==> src/rtl/mem_port_arbiter.sv <==
// Shares one single-outstanding memory bus port between instruction fetch and load/store.
// Optional response watchdog and ERR_TIMEOUT port enabled by defining MEM_ARB_TIMEOUT_EN.
module mem_port_arbiter #(
  parameter int MAX_DATA_STREAK = 4,
  parameter int TIMEOUT_CYC     = 256
) (
  input  logic        CLK,
  input  logic        RST,
  input  logic        FLUSH,
  input  logic        INST_RDEN,
  input  logic [31:0] INST_RIADDR,
  output logic        INST_RVALID,
  output logic [31:0] INST_RDATA,
  output logic        INST_STALL,
  input  logic        DATA_RDEN,
  input  logic        DATA_WREN,
  input  logic [31:0] DATA_ADDR,
  input  logic [31:0] DATA_WDATA,
  input  logic [3:0]  DATA_STRB,
  output logic        DATA_DONE,
  output logic [31:0] DATA_RDATA,
  output logic        MEM_REQ,
  output logic        MEM_WE,
  output logic [31:0] MEM_ADDR,
  output logic [31:0] MEM_WDATA,
  output logic [3:0]  MEM_STRB,
  input  logic        MEM_READY,
  input  logic        MEM_RVALID,
`ifdef MEM_ARB_TIMEOUT_EN
  output logic        ERR_TIMEOUT,
`endif
  input  logic [31:0] MEM_RDATA
);

  localparam int SW = (MAX_DATA_STREAK < 1) ? 1 : $clog2(MAX_DATA_STREAK + 1);
  localparam logic [SW-1:0] STREAK_MAX = SW'(MAX_DATA_STREAK);

  typedef enum logic [1:0] {S_IDLE, S_ISSUE, S_WAIT} state_t;

  state_t        state;
  logic          owner_fetch;
  logic          discard;
  logic [SW-1:0] streak;

  logic data_req, fetch_req, fetch_turn;
  logic grant_data, grant_fetch;
  logic resp, timeout, finish, fin_data, fin_fetch;

  // Data wins by default; fetch takes one turn after a full data streak.
  assign data_req    = DATA_RDEN || DATA_WREN;
  assign fetch_req   = INST_RDEN && !FLUSH;
  assign fetch_turn  = fetch_req && (!data_req || (streak == STREAK_MAX));
  assign grant_data  = (state == S_IDLE) && data_req && !fetch_turn;
  assign grant_fetch = (state == S_IDLE) && fetch_turn;

  assign resp      = (state == S_WAIT) && MEM_RVALID;
  assign finish    = resp || timeout;
  assign fin_data  = finish && !owner_fetch;
  assign fin_fetch = finish && owner_fetch && !discard && !FLUSH;

  // Completion is signalled in the response cycle so requesters can move on next cycle.
  assign DATA_DONE   = fin_data;
  assign DATA_RDATA  = !fin_data ? 32'h0 : (resp ? MEM_RDATA : 32'h0);
  assign INST_RVALID = fin_fetch;
  assign INST_RDATA  = !fin_fetch ? 32'h0 : (resp ? MEM_RDATA : 32'h0000_0013);
  assign INST_STALL  = INST_RDEN && !INST_RVALID;

`ifdef MEM_ARB_TIMEOUT_EN
  localparam logic [15:0] TIMEOUT_LIM = 16'(TIMEOUT_CYC);
  logic [15:0] tcnt;

  assign timeout = (state != S_IDLE) && (tcnt == TIMEOUT_LIM);

  always_ff @(posedge CLK or posedge RST) begin
    if (RST) begin
      tcnt        <= 16'h0;
      ERR_TIMEOUT <= 1'b0;
    end else begin
      if (grant_data || grant_fetch)
        tcnt <= 16'h0;
      else if ((state != S_IDLE) && (tcnt != 16'hffff))
        tcnt <= tcnt + 16'h1;
      if (timeout)
        ERR_TIMEOUT <= 1'b1;
    end
  end
`else
  assign timeout = 1'b0;
`endif

  always_ff @(posedge CLK or posedge RST) begin
    if (RST) begin
      state       <= S_IDLE;
      owner_fetch <= 1'b0;
      discard     <= 1'b0;
      streak      <= '0;
      MEM_REQ     <= 1'b0;
      MEM_WE      <= 1'b0;
      MEM_ADDR    <= 32'h0;
      MEM_WDATA   <= 32'h0;
      MEM_STRB    <= 4'h0;
    end else begin
      if (!INST_RDEN || grant_fetch)
        streak <= '0;
      else if (grant_data && (streak != STREAK_MAX))
        streak <= streak + SW'(1);

      case (state)
        S_IDLE: begin
          if (grant_data) begin
            state       <= S_ISSUE;
            owner_fetch <= 1'b0;
            discard     <= 1'b0;
            MEM_REQ     <= 1'b1;
            MEM_WE      <= DATA_WREN;
            MEM_ADDR    <= DATA_ADDR;
            MEM_WDATA   <= DATA_WREN ? DATA_WDATA : 32'h0;
            MEM_STRB    <= DATA_WREN ? DATA_STRB : 4'hf;
          end else if (grant_fetch) begin
            state       <= S_ISSUE;
            owner_fetch <= 1'b1;
            discard     <= 1'b0;
            MEM_REQ     <= 1'b1;
            MEM_WE      <= 1'b0;
            MEM_ADDR    <= INST_RIADDR;
            MEM_WDATA   <= 32'h0;
            MEM_STRB    <= 4'hf;
          end
        end
        S_ISSUE: begin
          // A flushed fetch still completes on the bus; only its result is dropped.
          if (FLUSH && owner_fetch)
            discard <= 1'b1;
          if (MEM_READY) begin
            MEM_REQ <= 1'b0;
            state   <= S_WAIT;
          end
        end
        S_WAIT: begin
          if (FLUSH && owner_fetch)
            discard <= 1'b1;
          if (MEM_RVALID) begin
            state   <= S_IDLE;
            discard <= 1'b0;
          end
        end
        default: state <= S_IDLE;
      endcase

      if (timeout) begin
        state   <= S_IDLE;
        MEM_REQ <= 1'b0;
        discard <= 1'b0;
      end
    end
  end

endmodule

==> config.mk <==
export PLATFORM = sky130hd
export DESIGN_NAME = mem_port_arbiter
export DESIGN_NICKNAME = d
export VERILOG_FILES = /design/src/rtl/mem_port_arbiter.sv
export SDC_FILE = /design/constraint.sdc
export NUM_CORES = 1
export LEC_CHECK = 0
export BUFFER_PORTS_ARGS = -buffer_cell sky130_fd_sc_hd__buf_2
export CAP_MARGIN = 30
export CELL_PAD_IN_SITES_DETAIL_PLACEMENT = 2
export CELL_PAD_IN_SITES_GLOBAL_PLACEMENT = 2
export CORE_AREA = 4 4 203 106
export CTS_BUF_LIST = sky130_fd_sc_hd__clkbuf_16
export DETAILED_ROUTE_END_ITERATION = 10
export DIE_AREA = 0 0 207 110
export PLACE_DENSITY = 0.81
export SKIP_LAST_GASP = 1
export SLEW_MARGIN = 20
export SYNTH_ARGS = -nofsm -noshare
export SYNTH_HDL_FRONTEND = slang
export SYNTH_SLANG_ARGS = --single-unit
export TNS_END_PERCENT = 20
==> constraint.sdc <==
create_clock -name CLK -period 2.41 [get_ports CLK]
set_clock_uncertainty 0.1 [all_clocks]
set_input_delay 0.482 -clock CLK [delete_from_list [all_inputs] [get_ports CLK]]
set_output_delay 0.482 -clock CLK [all_outputs]
set_load 0.05 [all_outputs]
==> results of run 1 <==
## worst max-delay path, stage by stage (launching register included)
cell and delay (ns):
dfrtp_1 0.40, inv_2 0.09, ha_4 0.14, nand2_4 0.05, nor4b_4 0.22, buf_4 0.16
buf_6 0.12, buf_8 0.12, and2_4 0.15, buf_8 0.14
## routing by layer
layer / up-vias / part of all wire (%) / track usage (%)
li1: 1973 / - / -
met1: 2204 / 37 / 17.6
met2: 113 / 56 / 32.1
met3: 24 / 5.3 / 5.06
met4: 2 / 1.5 / 4.38
met5: - / 0.041 / 0
## synth_stat cells (all sizes together) (4+ instances only)
cell type,instances,area share [%]
nand2,36,3.1
buf,24,5.6
nand4,32,4.7
ha,6,1.7
clkbuf,10,0.87
a21oi,5,1.1
a22o,33,6.7
inv,39,3.4
and2,66,9.7
o221ai,32,11
o22a,4,0.82
dfrtp,77,45
## layout make-up
type	count	area [µm²]	share of cell area, %
Antenna cell	3	7.51	0.112
Clock buffer	9	225	3.36
Clock inverter	7	115	1.72
Inverter	39	150	2.24
Multi-Input combinational cell	245	2010	30.0
Sequential cell	77	1930	28.8
Tap cell	266	333	4.97
Timing Repair Buffer	302	1930	28.8
## path summary, 6_finish.rpt
check | start | to | slack [ns] | cells past startpoint
worst max register to register | state[0] | MEM_WDATA[26] | 0.27 | 7
max in group asynchronous | RST | MEM_ADDR[16] | 1.69 | 3
min in group CLK | DATA_WDATA[30] | MEM_WDATA[30] | 0.26 | 2
worst min-delay path | RST | MEM_WDATA[18] | 0.16 | 3
worst max-delay path | state[0] | INST_RDATA[3] | -0.11 | 9
worst min register to register | MEM_WE | MEM_WE | 0.38 | 1
## flip-flops by register name (all words and copies together) (netlist names)
name	flops
streak	3
discard	1
MEM_WE	1
owner_fetch	1
state	2
MEM_REQ	1
MEM_STRB	4
MEM_ADDR	32
MEM_WDATA	32
## power by group
group | internal, mW | switching, mW | total [mW]
clock | 1.01 | 0.568 | 1.58
combinational | 1.48 | 3.98 | 5.45
sequential | 1.91 | 0.354 | 2.26
## metrics by stage
step / TNS (ns) / power [mW] / hold slack (ns) / instance area (µm²) / cells
3_3_place_gp: 0 / 7.52 / 0.357 / 5900 / 919
6_report: -3.56 / 9.29 / 0.162 / 6700 / 948
2_1_floorplan: -0.136 / 6.33 / 0.411 / 4300 / 395
3_5_place_dp: 0 / 7.69 / 0.374 / 5900 / 919
5_1_grt: -11.25 / 9.79 / 0.194 / 6690 / 946
4_1_cts: -5.71 / 9.40 / 0.199 / 6670 / 944
## kinds of logic (layout without fill, tap and decap cells)
logic type	after synthesis	in the layout	share of synthesized area, %
other	0	3	0
AOI/OAI and AO/OA	91	91	23.3
buffers and inverters	73	357	9.92
DFF	77	77	44.9
adders and majority gates	6	6	1.75
and+or+nand+nor	148	148	20.2
## repair_timing
| item | 4_1_cts | 5_1_grt |
|---|---|---|
| resized for setup | 105 | 3 |
| hold endpoints to repair | 0 | 0 |
| pin swaps | 14 | 2 |
| cloned | 3 | 0 |
| buffers inserted | 6 | 1 |
| setup endpoints to repair | 66 | 67 |
| hold buffers | 0 | 0 |
==> load_flow_metrics.sql, run 1 <==
INSERT INTO impl_metrics (metric_group, metric, value, unit) VALUES
('detailed_routing', 'detail_route.first_pass.iterations', '4', ''),
('run_status', 'status', 'finished, violations left', ''),
('layout', 'layout.filler_cells', '2173', ''),
('timing', 'timing_max_transition_violations_final', '0', ''),
('timing', 'final_hold_viol_count', '0', ''),
('power', 'p_leak', '3.38', 'nW'),
('logic_synthesis', 'postSynth.asyncResetShare', '100', '%'),
('layout', 'finish.net_count', '820', ''),
('layout', 'area_added_between_synthesis_and_finish', '56.1', '%'),
('logic_synthesis', 'synth-edff-count', '0', ''),
('place', 'buffers_added_on_ports', '276', ''),
('setup_path', 'critPathLaunchType', 'register', ''),
('timing', 'max_slew.worst_pin.slew', '0.658', 'ns'),
('power', 'peakVddDrop', '353', 'µV'),
('logic_synthesis', 'synth.net_count', '541', ''),
('clock_network', 'cts-root-to-sink-buffers', '2', ''),
('logic_synthesis', 'synth_sequential_area_ratio', '44.9', '%'),
('min_path', 'hp-class', 'in2async', ''),
('place', 'gpl.final_weighted_congestion', '0.783', ''),
('global_routing', 'grt_pass1_wl', '29100', 'µm'),
('floorplanning', 'top_level_ports', '277', ''),
('floorplanning', 'die_area', '22800', 'µm²'),
('logic_synthesis', 'synthesis.area_per_instance', '10.9', 'µm²'),
('detailed_routing', 'detail_route.iter0.violations', '201', ''),
('clock_network', 'clock_tree.root_cell', 'clkbuf_16', ''),
('clock_network', 'h-tree-depth', '3', ''),
('global_routing', 'grt-ovfl-total', '0', ''),
('setup_path', 'crit_end_category', 'primary output', ''),
('timing', 'timing.final.ws_setup', '-0.106', 'ns'),
('place', 'detailedPlace.worstSlack', '0.0874', 'ns'),
('clock_network', 'clkLatencyLatePin', '0.34', 'ns'),
('global_routing', 'grtUsageTotal', '16.4', '%'),
('clock_network', 'cts.reportedPaths.clkPinSlew', '0.06', 'ns'),
('layout', 'leading_cell_types_in_the_layout_fill_and_taps_excluded', 'buf_2 (244), dfrtp_1 (77), and2_1 (46)', ''),
('timing', 'maxClockFrequency', '398', 'MHz'),
('detailed_routing', 'postRouteWirelength', '19300', 'µm'),
('layout', 'drive_above_1_share', '56.3', '%'),
('clock_network', 'cts_inserted_buffers', '9', ''),
('detailed_routing', 'drc', '0', ''),
('timing', 'period_share', '104', '%'),
('detailed_routing', 'detail_route.wl_per_cell', '20.4', 'µm'),
('run_status', 'failed_checks', 'setup timing', ''),
('floorplanning', 'initial_standard_cell_utilization_of_the_core', '22.0', '%'),
('global_routing', 'antenna_found_initial', '2', ''),
('setup_path', 'cp.required', '1.83', 'ns'),
('floorplanning', 'std_cell_rows', '36', ''),
('logic_synthesis', 'synthesis.instances', '395', ''),
('clock_network', 'cts_tree', 'built', ''),
('timing', 'grt_setup_unrepaired', 'true', ''),
('floorplanning', 'floorplan.core_area', '19500', 'µm²'),
('power', 'p_per_area', '1390', 'nW/µm²'),
('logic_synthesis', 'synth.distinct_cells', '42', ''),
('logic_synthesis', 'synth_ff_type', 'dfrtp_1', ''),
('layout', 'post-route-util', '34.4', '%'),
('place', 'post_detail_place_hpwl', '13900', 'µm'),
('timing', 'layout_min_cycle_time', '2.52', 'ns'),
('layout', 'leading_cell_type_in_the_layout_fill_and_taps_excluded', 'buf_2', ''),
('timing', 'setup_viol', '65', ''),
('setup_path', 'crit_fanout', '7', ''),
('floorplanning', 'chipHeight', '110', 'µm'),
('logic_synthesis', 'yosys_register_bits', '77', ''),
('global_routing', 'first_global_vias', '5079', ''),
('detailed_routing', 'routed-via-count', '4316', ''),
('logic_synthesis', 'ys.warnings.count', '0', ''),
('detailed_routing', 'detail-route-antenna-nets', '0', ''),
('clock_network', 'tritoncts_sink_count', '77', ''),
('setup_path', 'setup.worst_path.class', 'reg2out', ''),
('global_routing', 'pin_count_of_the_biggest_net_entering_global_routing', '78', ''),
('logic_synthesis', 'synth_area', '4290', 'µm²'),
('setup_path', 'crit_arrival', '1.93', 'ns'),
('floorplanning', 'fp.dieW', '207', 'µm'),
('timing', 'worst_slew_margin_rel', '56.2', '%'),
('detailed_routing', 'vias_per_cell', '4.55', ''),
('job', 'maxCapViolCount', '0', '');
(Power assumes the default switching activity.)
==> run 2: changes to the inputs <==
- SKIP_CTS_REPAIR_TIMING: default -> 1
==> run 2 against run 1 <==
  * The flow still finishes with violations (setup timing)
  * Final cell count decreased by 0.11%
  * Fmax fell by 3.7%
  * Wire length down 2.0%
  * Critical path type unchanged
  * Largest power group unchanged
==> load_flow_metrics.sql, run 2 (same netlist as run 1, synthesis figures left out) <==
INSERT INTO impl_metrics (metric_group, metric, value, unit) VALUES
('run_status', 'status', 'finished, violations left', ''),
('run_status', 'failed_checks', 'setup timing', ''),
('clock_network', 'clkLatencyLatePin', '0.34', 'ns'),
('global_routing', 'grt_pass1_wl', '27500', 'µm'),
('place', 'buffers_added_on_ports', '276', ''),
('floorplanning', 'die_area', '22800', 'µm²'),
('layout', 'reg_top3', 'MEM_ADDR x32, MEM_WDATA x32, MEM_STRB x4', ''),
('place', 'gpl.final_weighted_congestion', '0.783', ''),
('detailed_routing', 'drc', '0', ''),
('timing', 'final_hold_viol_count', '0', ''),
('floorplanning', 'initial_standard_cell_utilization_of_the_core', '22.0', '%'),
('layout', 'drive_above_1_share', '54.7', '%'),
('timing', 'setup_tns', '-6.66', 'ns'),
('floorplanning', 'std_cell_rows', '36', ''),
('clock_network', 'cts-root-to-sink-buffers', '2', ''),
('power', 'p_leak', '3.34', 'nW'),
('layout', 'leading_cell_type_in_the_layout_fill_and_taps_excluded', 'buf_2', ''),
('layout', 'area_added_between_synthesis_and_finish', '52.1', '%'),
('detailed_routing', 'routed-via-count', '4322', ''),
('timing', 'timing.final.ws_setup', '-0.203', 'ns'),
('global_routing', 'antenna_found_initial', '2', ''),
('layout', 'leading_cell_types_in_the_layout_fill_and_taps_excluded', 'buf_2 (261), dfrtp_1 (77), and2_1 (56)', ''),
('setup_path', 'critical_path.cell_chain', 'inv_2 -> ha_4 -> nand2_4 -> nor4b_4 -> buf_4 -> clkbuf_16 -> and2_1 -> buf_2', ''),
('layout', 'finish.net_count', '819', ''),
('floorplanning', 'top_level_ports', '277', ''),
('global_routing', 'first_global_vias', '4903', ''),
('global_routing', 'grt-ovfl-total', '0', ''),
('layout', 'post-route-util', '33.5', '%'),
('setup_path', 'path_buf_inv', '4', ''),
('setup_path', 'crit_arrival', '2.03', 'ns'),
('global_routing', 'pin_count_of_the_biggest_net_entering_global_routing', '78', ''),
('detailed_routing', 'detail_route.first_pass.iterations', '4', ''),
('detailed_routing', 'detail_route.iter0.violations', '195', ''),
('power', 'p_sw', '4.90', 'mW'),
('global_routing', 'grtUsageTotal', '15.4', '%'),
('clock_network', 'clock_tree.root_cell', 'clkbuf_16', ''),
('place', 'post_detail_place_hpwl', '13900', 'µm'),
('floorplanning', 'chipHeight', '110', 'µm'),
('power', 'p_sw_share', '52.7', '%'),
('power', 'p_per_area', '1420', 'nW/µm²'),
('job', 'maxCapViolCount', '0', ''),
('timing', 'period_share', '108', '%'),
('power', 'proportion_of_power_drawn_by_the_clock_network', '17.0', '%'),
('setup_path', 'timing.critical_path.slowest_stage_cell', 'dfrtp_1', ''),
('setup_path', 'cp_top_family', 'buffers and inverters', ''),
('setup_path', 'setup.worst_path.class', 'reg2out', ''),
('setup_path', 'ff2ff_path_depth', '6', ''),
('clock_network', 'cts.reportedPaths.clkPinSlew', '0.06', 'ns'),
('power', 'totalPowerFinal', '9.28', 'mW'),
('setup_path', 'cp.required', '1.83', 'ns'),
('timing', 'setup_viol', '65', ''),
('detailed_routing', 'vias_per_cell', '4.56', ''),
('power', 'pwr-share-seq', '24.4', '%'),
('setup_path', 'crit_end_category', 'primary output', ''),
('detailed_routing', 'detail-route-antenna-nets', '0', ''),
('power', 'combPwrFrac', '58.6', '%'),
('timing', 'maxClockFrequency', '383', 'MHz'),
('floorplanning', 'fp.dieW', '207', 'µm'),
('timing', 'layout_min_cycle_time', '2.61', 'ns'),
('detailed_routing', 'postRouteWirelength', '19000', 'µm'),
('clock_network', 'cts_inserted_buffers', '9', ''),
('power', 'peakVddDrop', '353', 'µV'),
('timing', 'grt_setup_unrepaired', 'true', ''),
('min_path', 'hp-class', 'in2async', ''),
('detailed_routing', 'detail_route.wl_per_cell', '20.0', 'µm'),
('floorplanning', 'floorplan.core_area', '19500', 'µm²'),
('clock_network', 'h-tree-depth', '3', ''),
('setup_path', 'worst-path-stages', '8', ''),
('setup_path', 'slowest_delay', '0.42', 'ns'),
('setup_path', 'critPathLaunchType', 'register', ''),
('clock_network', 'tritoncts_sink_count', '77', ''),
('timing', 'max_slew.worst_pin.slew', '0.675', 'ns'),
('timing', 'timing_max_transition_violations_final', '0', ''),
('clock_network', 'cts_tree', 'built', ''),
('timing', 'worst_slew_margin_rel', '55.0', '%'),
('power', 'p_int', '4.39', 'mW'),
('setup_path', 'crit_fanout', '6', '');
-- run 2: path summary, 6_finish.rpt --
| path | from | end | slack (ns) |
|---|---|---|---|
| max | state[0] | INST_RDATA[2] | -0.20 |
| max in group asynchronous | RST | MEM_ADDR[27] | 1.69 |
| min in group CLK | DATA_WDATA[30] | MEM_WDATA[30] | 0.26 |
| max reg2reg | state[0] | MEM_WDATA[26] | 0.32 |
| min reg2reg | MEM_WE | MEM_WE | 0.38 |
| min | RST | MEM_WDATA[18] | 0.16 |
-- run 2: routing by layer --
metal / vias up / track usage [%] / share of wire, %
li1: 1968 / - / -
met1: 2211 / 16.6 / 38
met4: 2 / 4.29 / 1.5
met5: - / 0 / 0.042
met3: 23 / 4.64 / 5.2
met2: 118 / 29.9 / 56
-- run 2: metrics by stage --
stage / hold WS, ns / std cells / cell area (µm²) / setup slack, ns
after floorplan: 0.411 / 395 / 4300 / -0.0170
after global placement: 0.357 / 919 / 5900 / 0.189
after detailed placement: 0.374 / 919 / 5900 / 0.0874
after CTS: 0.199 / 935 / 6240 / -0.305
after global routing: 0.194 / 945 / 6520 / -0.322
final: 0.165 / 947 / 6530 / -0.203
-- run 2: worst reg2reg max path, cell delays in order (launching register included) --
cell	delay, ns
dfrtp_1	0.40
inv_2	0.08
buf_4	0.13
ha_1	0.30
inv_1	0.18
a21o_2	0.56
a22o_1	0.27
-- run 2: cell type report --
cell class	instances	area (µm²)
multi-input combinational	245	1980
clock inverter	7	115
fill	2220	12900
sequential	77	1930
timing repair buffer	301	1790
clock buffer	9	225
tap	266	333
inverter	39	150
antenna	3	7.51
-- run 2: power groups by stage --
stage               Combinational [mW]  Sequential, mW  Clock (mW)
floorplan                         2.05            4.28           0
global placement                  5.30            2.22           0
detailed placement                5.41            2.27           0
CTS                               5.44            2.27        1.62
global route                      5.73            2.35        1.70
finish                            5.44            2.27        1.58
==> run 3: changes to the inputs <==
- SETUP_SLACK_MARGIN: default -> 0.5
==> run 3 against run 2 <==
  * Final cell count decreased by 0.84%
  * The flow still finishes with violations (setup timing)
  * Critical path type unchanged
  * Worst setup slack improved by 0.011 ns
  * Critical path depth unchanged
  * Combinational power about the same
  * Clock power decreased by 7%
  * Core utilization increased by 0.19 points
  * Critical endpoint is now INST_RDATA[20]
  * Die area unchanged
  * Sequential share of layout area decreased by 0.17 points
==> load_flow_metrics.sql, run 3 (same netlist as run 1, synthesis figures left out) <==
INSERT INTO impl_metrics (metric_group, metric, value, unit) VALUES
('run_status', 'status', 'finished, violations left', ''),
('run_status', 'failed_checks', 'setup timing', ''),
('detailed_routing', 'postRouteWirelength', '17800', 'µm'),
('clock_network', 'cts_tree', 'built', ''),
('timing', 'timing_max_transition_violations_final', '0', ''),
('detailed_routing', 'vias_per_cell', '4.49', ''),
('setup_path', 'slowest_delay', '0.42', 'ns'),
('power', 'p_leak', '3.31', 'nW'),
('detailed_routing', 'detail-route-antenna-nets', '0', ''),
('clock_network', 'cts_inserted_buffers', '9', ''),
('timing', 'worst_slew_margin_rel', '54.3', '%'),
('detailed_routing', 'routed-via-count', '4216', ''),
('place', 'post_detail_place_hpwl', '13300', 'µm'),
('global_routing', 'pin_count_of_the_biggest_net_entering_global_routing', '66', ''),
('layout', 'area_added_between_synthesis_and_finish', '53.0', '%'),
('layout', 'leading_cell_type_in_the_layout_fill_and_taps_excluded', 'buf_2', ''),
('clock_network', 'clock_tree.root_cell', 'clkbuf_16', ''),
('clock_network', 'h-tree-depth', '3', ''),
('layout', 'leading_cell_types_in_the_layout_fill_and_taps_excluded', 'buf_2 (248), dfrtp_1 (77), and2_1 (52)', ''),
('floorplanning', 'std_cell_rows', '36', ''),
('power', 'totalPowerFinal', '9.16', 'mW'),
('timing', 'max_slew.worst_pin.slew', '0.685', 'ns'),
('setup_path', 'path_buf_inv', '4', ''),
('global_routing', 'antenna_found_initial', '1', ''),
('job', 'maxCapViolCount', '0', ''),
('timing', 'period_share', '108', '%'),
('global_routing', 'first_global_vias', '4704', ''),
('clock_network', 'clkLatencyLatePin', '0.34', 'ns'),
('timing', 'grt_setup_unrepaired', 'true', ''),
('layout', 'reg_top3', 'MEM_ADDR x32, MEM_WDATA x32, MEM_STRB x4', ''),
('place', 'buffers_added_on_ports', '276', ''),
('min_path', 'hp-class', 'in2async', ''),
('setup_path', 'crit_fanout', '8', ''),
('floorplanning', 'floorplan.core_area', '19500', 'µm²'),
('setup_path', 'setup.worst_path.class', 'reg2out', ''),
('setup_path', 'worstSetupStartpoint', 'state[0]', ''),
('place', 'placed_cell_area', '5940', 'µm²'),
('layout', 'layout.filler_cells', '2191', ''),
('timing', 'setup_viol', '34', ''),
('setup_path', 'rr_startpoint', 'state[0]', ''),
('setup_path', 'cp.required', '1.83', 'ns'),
('setup_path', 'critPathLaunchType', 'register', ''),
('setup_path', 'cp_top_family', 'buffers and inverters', ''),
('floorplanning', 'die_area', '22800', 'µm²'),
('timing', 'maxClockFrequency', '384', 'MHz'),
('setup_path', 'crit_arrival', '2.02', 'ns'),
('global_routing', 'grtUsageTotal', '14.1', '%'),
('clock_network', 'cts-root-to-sink-buffers', '2', ''),
('layout', 'finish.net_count', '814', ''),
('detailed_routing', 'drc', '0', ''),
('floorplanning', 'fp.dieW', '207', 'µm'),
('floorplanning', 'top_level_ports', '277', ''),
('floorplanning', 'chipHeight', '110', 'µm'),
('detailed_routing', 'detail_route.iter0.violations', '115', ''),
('timing', 'layout_min_cycle_time', '2.60', 'ns'),
('place', 'gpl.final_weighted_congestion', '0.776', ''),
('timing', 'timing.final.ws_setup', '-0.192', 'ns'),
('global_routing', 'grt-ovfl-total', '0', ''),
('layout', 'drive_above_1_share', '55.1', '%'),
('detailed_routing', 'detail_route.first_pass.iterations', '4', ''),
('clock_network', 'cts.reportedPaths.clkPinSlew', '0.06', 'ns'),
('clock_network', 'tritoncts_sink_count', '77', ''),
('timing', 'final_hold_viol_count', '0', ''),
('setup_path', 'critical_path.cell_chain', 'inv_2 -> ha_4 -> nand2_4 -> nor4b_4 -> buf_6 -> clkbuf_16 -> and2_1 -> buf_2', ''),
('setup_path', 'timing.critical_path.slowest_stage_cell', 'dfrtp_1', ''),
('detailed_routing', 'detail_route.wl_per_cell', '18.9', 'µm'),
('power', 'peakVddDrop', '385', 'µV'),
('power', 'p_per_area', '1390', 'nW/µm²'),
('setup_path', 'crit_end_category', 'primary output', ''),
('layout', 'postLayoutCellArea', '6560', 'µm²'),
('floorplanning', 'initial_standard_cell_utilization_of_the_core', '22.0', '%'),
('global_routing', 'grt_pass1_wl', '25700', 'µm');
-- run 3: layout make-up --
class,count,area (µm²),share of cell area (%)
multi-input cells,245,2000,30.4
well taps,266,333,5.07
diodes,1,2.50,0.0381
flip-flops and latches,77,1930,29.4
clock buffers,9,225,3.43
clock inverters,6,88.8,1.35
repair buffers,296,1840,28.0
inverters,39,150,2.29
-- run 3: worst register-to-register path: stages, from the launching register on --
cell	delay, ns
dfrtp_1	0.42
inv_2	0.10
buf_4	0.11
ha_1	0.37
inv_1	0.17
a21o_2	0.46
a22o_1	0.31
-- run 3: power by group --
part | internal (mW) | switching (mW) | total (mW) | leakage (nW)
clock | 0.902 | 0.573 | 1.47 | 0.148
sequential | 1.91 | 0.339 | 2.25 | 0.966
combinational | 1.50 | 3.94 | 5.44 | 2.20
-- run 3: final timing paths --
kind                                        to  slack [ns]  depth (start not counted)
worst max-delay path            INST_RDATA[20]       -0.19                          8
worst min-delay path               MEM_ADDR[6]        0.02                          2
worst max register to register   MEM_WDATA[22]        0.27                          6
worst min register to register          MEM_WE        0.37                          1
max in group asynchronous        MEM_WDATA[29]        1.53                          3
min in group CLK                 MEM_WDATA[24]        0.27                          2
-- run 3: routing by layer --
layer  routed length (µm)  GRT usage [%]
met5                    0              0
met4                  409           4.71
met3                  878           3.45
met2                10000           28.3
met1                 6480           14.7
-- run 3: through the flow --
step / instances / setup WS (ns) / setup TNS (ns) / util [%] / hold WS (ns)
2_1_floorplan: 395 / -0.0161 / -0.129 / - / 0.423
3_3_place_gp: 917 / 0.239 / 0 / 30.5 / 0.356
3_5_place_dp: 917 / 0.115 / 0 / 30.5 / 0.361
4_1_cts: 932 / -0.275 / -10.83 / 32.1 / 0.00723
5_1_grt: 939 / -0.314 / -10.48 / 33.7 / 0.0205
6_report: 939 / -0.192 / -3.10 / 33.7 / 0.0168
